==> src/rtl/fifo_uart_tx.sv <==
// Serialises bytes pulled from the 512x8 FIFO's 9-bit output word as 8N1/8N2 serial on tx.
// Runs in the FIFO output clock domain; fetch drives the FIFO output_clock_enable.
module fifo_uart_tx #(
   parameter int CLOCK_DIV = 104,
   parameter int STOP_BITS = 1
) (
   input  logic       clock,
   input  logic       reset,
   input  logic       enable,
   input  logic [8:0] data_in,
   output logic       fetch,
   output logic       tx,
   output logic       busy
);

   localparam int DIV_W = (CLOCK_DIV > 1) ? $clog2(CLOCK_DIV) : 1;
   localparam logic [DIV_W-1:0] DIV_LAST = DIV_W'(CLOCK_DIV - 1);
   localparam logic [2:0] STOP_LAST = 3'(STOP_BITS - 1);

   typedef enum logic [2:0] {IDLE, LOAD, START, DATA, STOP} state_t;

   state_t           state, next_state;
   logic [DIV_W-1:0] divider, next_divider;
   logic [2:0]       bit_index, next_bit_index;
   logic [7:0]       shift, next_shift;
   logic             next_fetch, next_tx, next_busy;
   logic             div_done;

   assign div_done = (divider == DIV_LAST);

   always_ff @(posedge clock or negedge reset) begin
      if (!reset) begin
         state     <= IDLE;
         divider   <= '0;
         bit_index <= '0;
         shift     <= '0;
         fetch     <= 1'b0;
         tx        <= 1'b1;
         busy      <= 1'b0;
      end else begin
         state     <= next_state;
         divider   <= next_divider;
         bit_index <= next_bit_index;
         shift     <= next_shift;
         fetch     <= next_fetch;
         tx        <= next_tx;
         busy      <= next_busy;
      end
   end

   // fetch is a flop, so the IDLE cycle that carries a fetch pulse was decided by enable
   // on the edge entering it; once a pulse is out the byte must be collected in LOAD.
   always_comb begin
      next_state     = state;
      next_divider   = divider;
      next_bit_index = bit_index;
      next_shift     = shift;
      next_fetch     = 1'b0;
      next_tx        = tx;
      next_busy      = busy;
      case (state)
         IDLE: begin
            if (fetch) next_state = LOAD;
            else       next_fetch = enable;
         end
         LOAD: begin
            if (data_in[8]) begin
               next_state = IDLE;
               next_fetch = enable;
            end else begin
               next_shift   = data_in[7:0];
               next_tx      = 1'b0;
               next_busy    = 1'b1;
               next_divider = '0;
               next_state   = START;
            end
         end
         START: begin
            next_divider = divider + DIV_W'(1);
            if (div_done) begin
               next_divider   = '0;
               next_tx        = shift[0];
               next_bit_index = '0;
               next_state     = DATA;
            end
         end
         DATA: begin
            next_divider = divider + DIV_W'(1);
            if (div_done) begin
               next_divider = '0;
               if (bit_index == 3'd7) begin
                  next_tx        = 1'b1;
                  next_bit_index = '0;
                  next_state     = STOP;
               end else begin
                  next_shift     = shift >> 1;
                  next_tx        = shift[1];
                  next_bit_index = bit_index + 3'd1;
               end
            end
         end
         STOP: begin
            // bit_index doubles as the stop-bit counter
            next_divider = divider + DIV_W'(1);
            if (div_done) begin
               next_divider = '0;
               if (bit_index == STOP_LAST) begin
                  next_busy      = 1'b0;
                  next_bit_index = '0;
                  next_fetch     = enable;
                  next_state     = IDLE;
               end else begin
                  next_bit_index = bit_index + 3'd1;
               end
            end
         end
         default: next_state = IDLE;
      endcase
   end

endmodule

==> config.mk <==
export PLATFORM = sky130hd
export DESIGN_NAME = fifo_uart_tx
export DESIGN_NICKNAME = d
export VERILOG_FILES = /design/src/rtl/fifo_uart_tx.sv
export SDC_FILE = /design/constraint.sdc
export NUM_CORES = 1
export LEC_CHECK = 0
export CORE_UTILIZATION = 45
export DETAILED_ROUTE_END_ITERATION = 12
export PLACE_DENSITY = 0.66
export SLEW_MARGIN = 20
export SYNTH_ARGS = -nofsm -noshare
export SYNTH_HDL_FRONTEND = slang
export SYNTH_SLANG_ARGS = --single-unit
==> constraint.sdc <==
create_clock -name clock -period 3.3 [get_ports clock]
set_clock_uncertainty 0.15 [all_clocks]
set_input_delay 0.33 -clock clock [delete_from_list [all_inputs] [get_ports clock]]
set_output_delay 0.33 -clock clock [all_outputs]
set_load 0.05 [all_outputs]
==> results of run 1 <==
==> worst max-delay path by stage <==
stage | end | slack, ns | depth (start not counted)
3_5_place_dp | shift[6] | 1.02 | 5
2_1_floorplan | shift[0] | 1.43 | 7
4_1_cts | shift[6] | 1.11 | 6
5_1_grt | shift[1] | 0.90 | 6
6_report | shift[0] | 1.09 | 6
3_3_place_gp | shift[1] | 1.12 | 5
==> timing repair <==
| action | in CTS | in global routing |
|---|---|---|
| gates resized for setup | 0 | 0 |
| hold buffers | 0 | 1 |
| endpoints found under the hold margin | 0 | 23 |
==> power breakdown <==
part | switching, mW | internal, mW | total (mW)
Clock | 0.0883 | 0.123 | 0.211
Combinational | 0.220 | 0.208 | 0.427
Sequential | 0.117 | 0.406 | 0.522
Total | 0.425 | 0.736 | 1.16
==> sequential cells by signal, indices dropped and copies added (netlist names) <==
register and flops:
bit_index 3, busy 1, divider 7, fetch 1
shift 8, state 3, tx 1
==> cell families (layout without fill, tap and decap cells) <==
logic type / after synthesis / count (layout) / synth area share (%)
adders and majority gates: 4 / 4 / 3.80
buffers and inverters: 10 / 22 / 3.42
muxes: 9 / 9 / 7.02
DFF: 24 / 24 / 45.6
xor gates and xnor gates: 2 / 2 / 1.33
and+or+nand+nor: 42 / 42 / 17.7
AOI/OAI and AO/OA: 39 / 39 / 21.1
==> per-stage QoR <==
stage               instances  setup slack (ns)  util [%]  hold WS [ns]  cell area, sq um
floorplan                 130              1.43         -        -0.116              1320
global placement          168              1.12      53.1         0.313              1460
detailed placement        168              1.02      53.1         0.330              1460
CTS                       172              1.11      55.0         0.356              1520
global route              173             0.899      55.2         0.379              1520
finish                    173              1.09      55.2         0.349              1520
==> cells in the mapped netlist (2+ instances only) <==
cell,number,area (sq um)
dfrtp_1,23,576
nand2_1,17,63.8
o21ai_0,13,65.1
mux2i_1,7,70.1
buf_2,6,30.0
nand3_1,5,25.0
a22o_1,4,35.0
ha_1,4,50.1
nor2_1,4,15.0
nor2b_1,4,25.0
o21a_1,4,30.0
a21oi_1,3,15.0
a31oi_1,3,18.8
inv_1,3,11.3
and3_1,2,12.5
mux2_2,2,22.5
nand2b_1,2,12.5
==> worst reg2reg max path: stages (launching register included) <==
cell and delay, ns:
dfrtp_1 0.43, ha_1 0.21, ha_1 0.24, nor4bb_1 0.37
a31oi_1 0.38, nand2_1 0.16, o21ai_0 0.11
==> final cells by class <==
class | count | area share [%]
sequential | 24 | 39.6
clock buffer | 3 | 1.48
multi-input combinational | 96 | 44.2
tap | 31 | 2.55
clock inverter | 1 | 1.97
timing repair buffer | 15 | 9.54
inverter | 3 | 0.740
==> routing by layer <==
metal | vias up | part of all wire, % | track usage, %
met5 | - | 0 | 0
met3 | 2 | 4.4 | 3.95
met4 | 0 | 0.64 | 8.01
li1 | 498 | - | -
met1 | 465 | 48 | 25.7
met2 | 17 | 47 | 26.4
==> metrics.cfg, run 1 <==
[run_status]
status = completed

[timing]
period_minus_slack_ns = 2.21
setup_viol = 0
relSlewSlack_pct = 39.8
tns_ns = 0
worstMarginPinSlew_ns = 0.899
rsz0062_at_grt = no
fmax_ghz = 0.452
period_share_pct = 67.0
hold_violations = 0
drv_slew = 0

[cells_and_area]
nets = 159
synthToLayoutAreaGrowth_pct = 15.4
final_common_cell = dfrtp_1
antenna_cells = 0
ff_latch_area_sq_um = 602
nFillCells = 251
multi_input_area_sq_um = 672
drive_gt1_share_pct = 7.75
most-common-layout-cells = dfrtp_1, nand2_1, o21ai_0, clkdlybuf4s50_1, mux2i_1

[route]
routed_wl_mm = 2.50
vias = 982
drtIter0Drc = 36
drtAntennaViolNets = 0
routed_via_density = 5.68
drt-wirelength-per-cell_microns = 14.5
firstDrtPassIters = 4
drc_errors = 0

[yosys]
synth_cells = 130
ys_seq_area_share_pct = 45.6
synth.distinct_cells = 41
synth_nets = 146
async_reset_ff_share_pct = 100
ys.warnings.count = 0
syn_area_per_cell_sq_um = 10.1
ys_ff_latch = 24
synth_area_sq_um = 1320
ys.flop_type = dfrtp_1
synth_edf_count = 0

[worst_setup_path]
cp.required_ns = 3.31
r2r_start = bit_index[0]
crit_chain = ha_1 -> ha_1 -> nor4bb_1 -> a31oi_1 -> nand2_1 -> o21ai_0
cpMostUsedCell = ha_1
cpPeakStageDelay_ns = 0.43
reg2reg_slack_ns = 1.09
worstReg2RegEnd = shift[0]
worstSetupEndpointType = register
worst_path_max_delay_cell = dfrtp_1
worst_ep_arrival_time_ns = 2.22
cp-start-kind = register
worst_r2r_path_depth = 6
cp_top_family = simple AND/OR/NAND/NOR gates
startpoint = bit_index[0]
path_max_fanout = 14
crit_type = register to register
critical_path_buf_inv_count = 0

[die]
core_region_area_sq_um = 2760
die_h_microns = 56.1
io_pins = 15
initial_utilization_pct = 47.8
dieArea_sq_um = 3150
die_w_microns = 56.1
fp-row-count = 19

[cts]
numCtsBuffers = 3
clk_latency_ns = 0.32
cts_tree = yes
cts_setup_buffers = 0
clock_path_buffers = 2
cts.sinks = 24
htreeDepth = 1
cts.root.buffer_cell = clkbuf_4
clk_pin_slew_ns = 0.13

[grt]
grt.total_usage_pct = 18.1
grt_pass1_vias = 978
grt_max_degree = 25
grt_first_pass_wirelength_mm = 4.49
antenna_found_initial = 0
overflow = 0

[job]
cap_violations = 0

[placement]
port_buffers = 14
gp_congestion = 0.801
place.detailed.hpwl_mm = 1.85

[worst_hold_path]
hold-path-cell-count = 2
hold_class = register to register
hold_end = shift[5]
hp-start = shift[5]

[power_and_ir_drop]
p_leak_nw = 0.665
power.density_nw_per_um2 = 763
max-vdd-ir-drop_v = 0.000592
p_total_mw = 1.16

(Power assumes the default switching activity.)
==> run 2: changes to the inputs <==
Settings changed: PLACE_DENSITY 0.66 to 0.69.
Clock period 3.3 ns to 2 ns, I/O delays scaled along.
==> metrics.cfg, run 2 (synthesized netlist as in run 1, its figures left out) <==
[timing]
hold_violations = 0
drv_slew = 0
setup_viol = 0
tns_ns = 0
fmax_ghz = 0.536
rsz0062_at_grt = no
relSlewSlack_pct = 66.8
period_share_pct = 93.2
period_minus_slack_ns = 1.86
postLayoutSetupSlackWorst_ns = 0.136
worstMarginPinSlew_ns = 0.497
holdWs_ns = 0.0754

[worst_setup_path]
cpPeakStageDelay_ns = 0.81
cp-start-kind = register
cp.required_ns = 1.65
worstSetupEndpointType = output port
path_max_fanout = 3
cp_top_family = buffers and inverters
crit_type = register to output port
crit_chain = clkdlybuf4s50_1
worst_path_max_delay_cell = clkdlybuf4s50_1
critical_path_buf_inv_count = 1
worst_ep_arrival_time_ns = 1.51

[grt]
grt_first_pass_wirelength_mm = 4.40
grt.total_usage_pct = 18.0
overflow = 0
antenna_found_initial = 0
grt_pass1_vias = 963
grt_max_degree = 25

[die]
dieArea_sq_um = 3150
initial_utilization_pct = 47.8
die_h_microns = 56.1
core_region_area_sq_um = 2760
die_w_microns = 56.1
io_pins = 15
fp-row-count = 19

[cts]
htreeDepth = 1
cts.sinks = 24
cts.root.buffer_cell = clkbuf_4
clock_path_buffers = 2
cts_tree = yes
clk_pin_slew_ns = 0.13
numCtsBuffers = 3
cts_hold_buf = 0
clk_latency_ns = 0.32
cts_setup_buffers = 0
cts_resized = 0

[job]
cap_violations = 0

[power_and_ir_drop]
p_total_mw = 1.88
p_leak_nw = 0.700
max-vdd-ir-drop_v = 0.000736
power.density_nw_per_um2 = 1190

[route]
drc_errors = 0
vias = 1024
firstDrtPassIters = 4
routed_via_density = 5.66
drtAntennaViolNets = 0
routed_wl_mm = 2.55
drtIter0Drc = 22
drt-wirelength-per-cell_microns = 14.1

[cells_and_area]
most-common-layout-cells = dfrtp_1, nand2_1, clkdlybuf4s50_1
final_common_cell = dfrtp_1
stdcell_area_sq_um = 1580
largest_reg_flops = 8
nets = 167
top_register = shift
drive_gt1_share_pct = 15.3
synthToLayoutAreaGrowth_pct = 20.1
antenna_cells = 0
reg_top3 = shift x8, divider x7

[worst_hold_path]
hold_class = input pin to async pin

[placement]
port_buffers = 14
place_area_sq_um = 1520
preCtsSetupSlack_ns = 0.103
place.detailed.hpwl_mm = 1.88
gp_congestion = 0.813

[run_status]
status = completed

[run 2: layer usage]
layer | share of wire [%] | wire (microns) | global-route usage (%) | vias to the layer above
met3 | 3.7 | 94 | 3.95 | 5
met2 | 43 | 1090 | 26.2 | 18
met5 | 0 | 0 | 0 | -
met4 | 1.5 | 39 | 7.32 | 0
li1 | - | - | - | 515
met1 | 52 | 1330 | 25.8 | 486
[run 2: path summary, 6_finish.rpt]
path / to / cells after the start / slack [ns] / from
max in group asynchronous: tx / 2 / 1.33 / reset
worst max register to register: shift[3] / 6 / 0.14 / bit_index[0]
worst max-delay path: fetch / 1 / 0.14 / fetch
worst min-delay path: shift[4] / 2 / 0.08 / reset
min in group clock: shift[7] / 3 / 0.27 / data_in[7]
worst min register to register: shift[5] / 2 / 0.35 / shift[5]
[run 2: power breakdown]
part	switching [mW]	internal (mW)	total [mW]
sequential	0.151	0.669	0.821
combinational	0.405	0.395	0.800
clock	0.146	0.111	0.257
total	0.702	1.18	1.88
[run 2: through the flow]
| step | util (%) | cells |
|---|---|---|
| after floorplan | - | 130 |
| after global placement | 55.2 | 176 |
| after detailed placement | 55.2 | 176 |
| after CTS | 56.5 | 180 |
| after global routing | 57.4 | 181 |
| final | 57.4 | 181 |
[run 2: layout make-up]
| class | count | area, sq um |
|---|---|---|
| clock buffers | 4 | 36.3 |
| fillers | 248 | 1170 |
| inverters | 3 | 11.3 |
| multi-input cells | 96 | 691 |
| flip-flops and latches | 24 | 602 |
| well taps | 31 | 38.8 |
| repair buffers | 23 | 205 |
==> run 3: changes to the inputs <==
Settings changed: ABC_CLOCK_PERIOD_IN_PS set to 2000.
==> results of run 3 <==
Same layout as run 2: the final DEF is identical, and so are final timing and power.
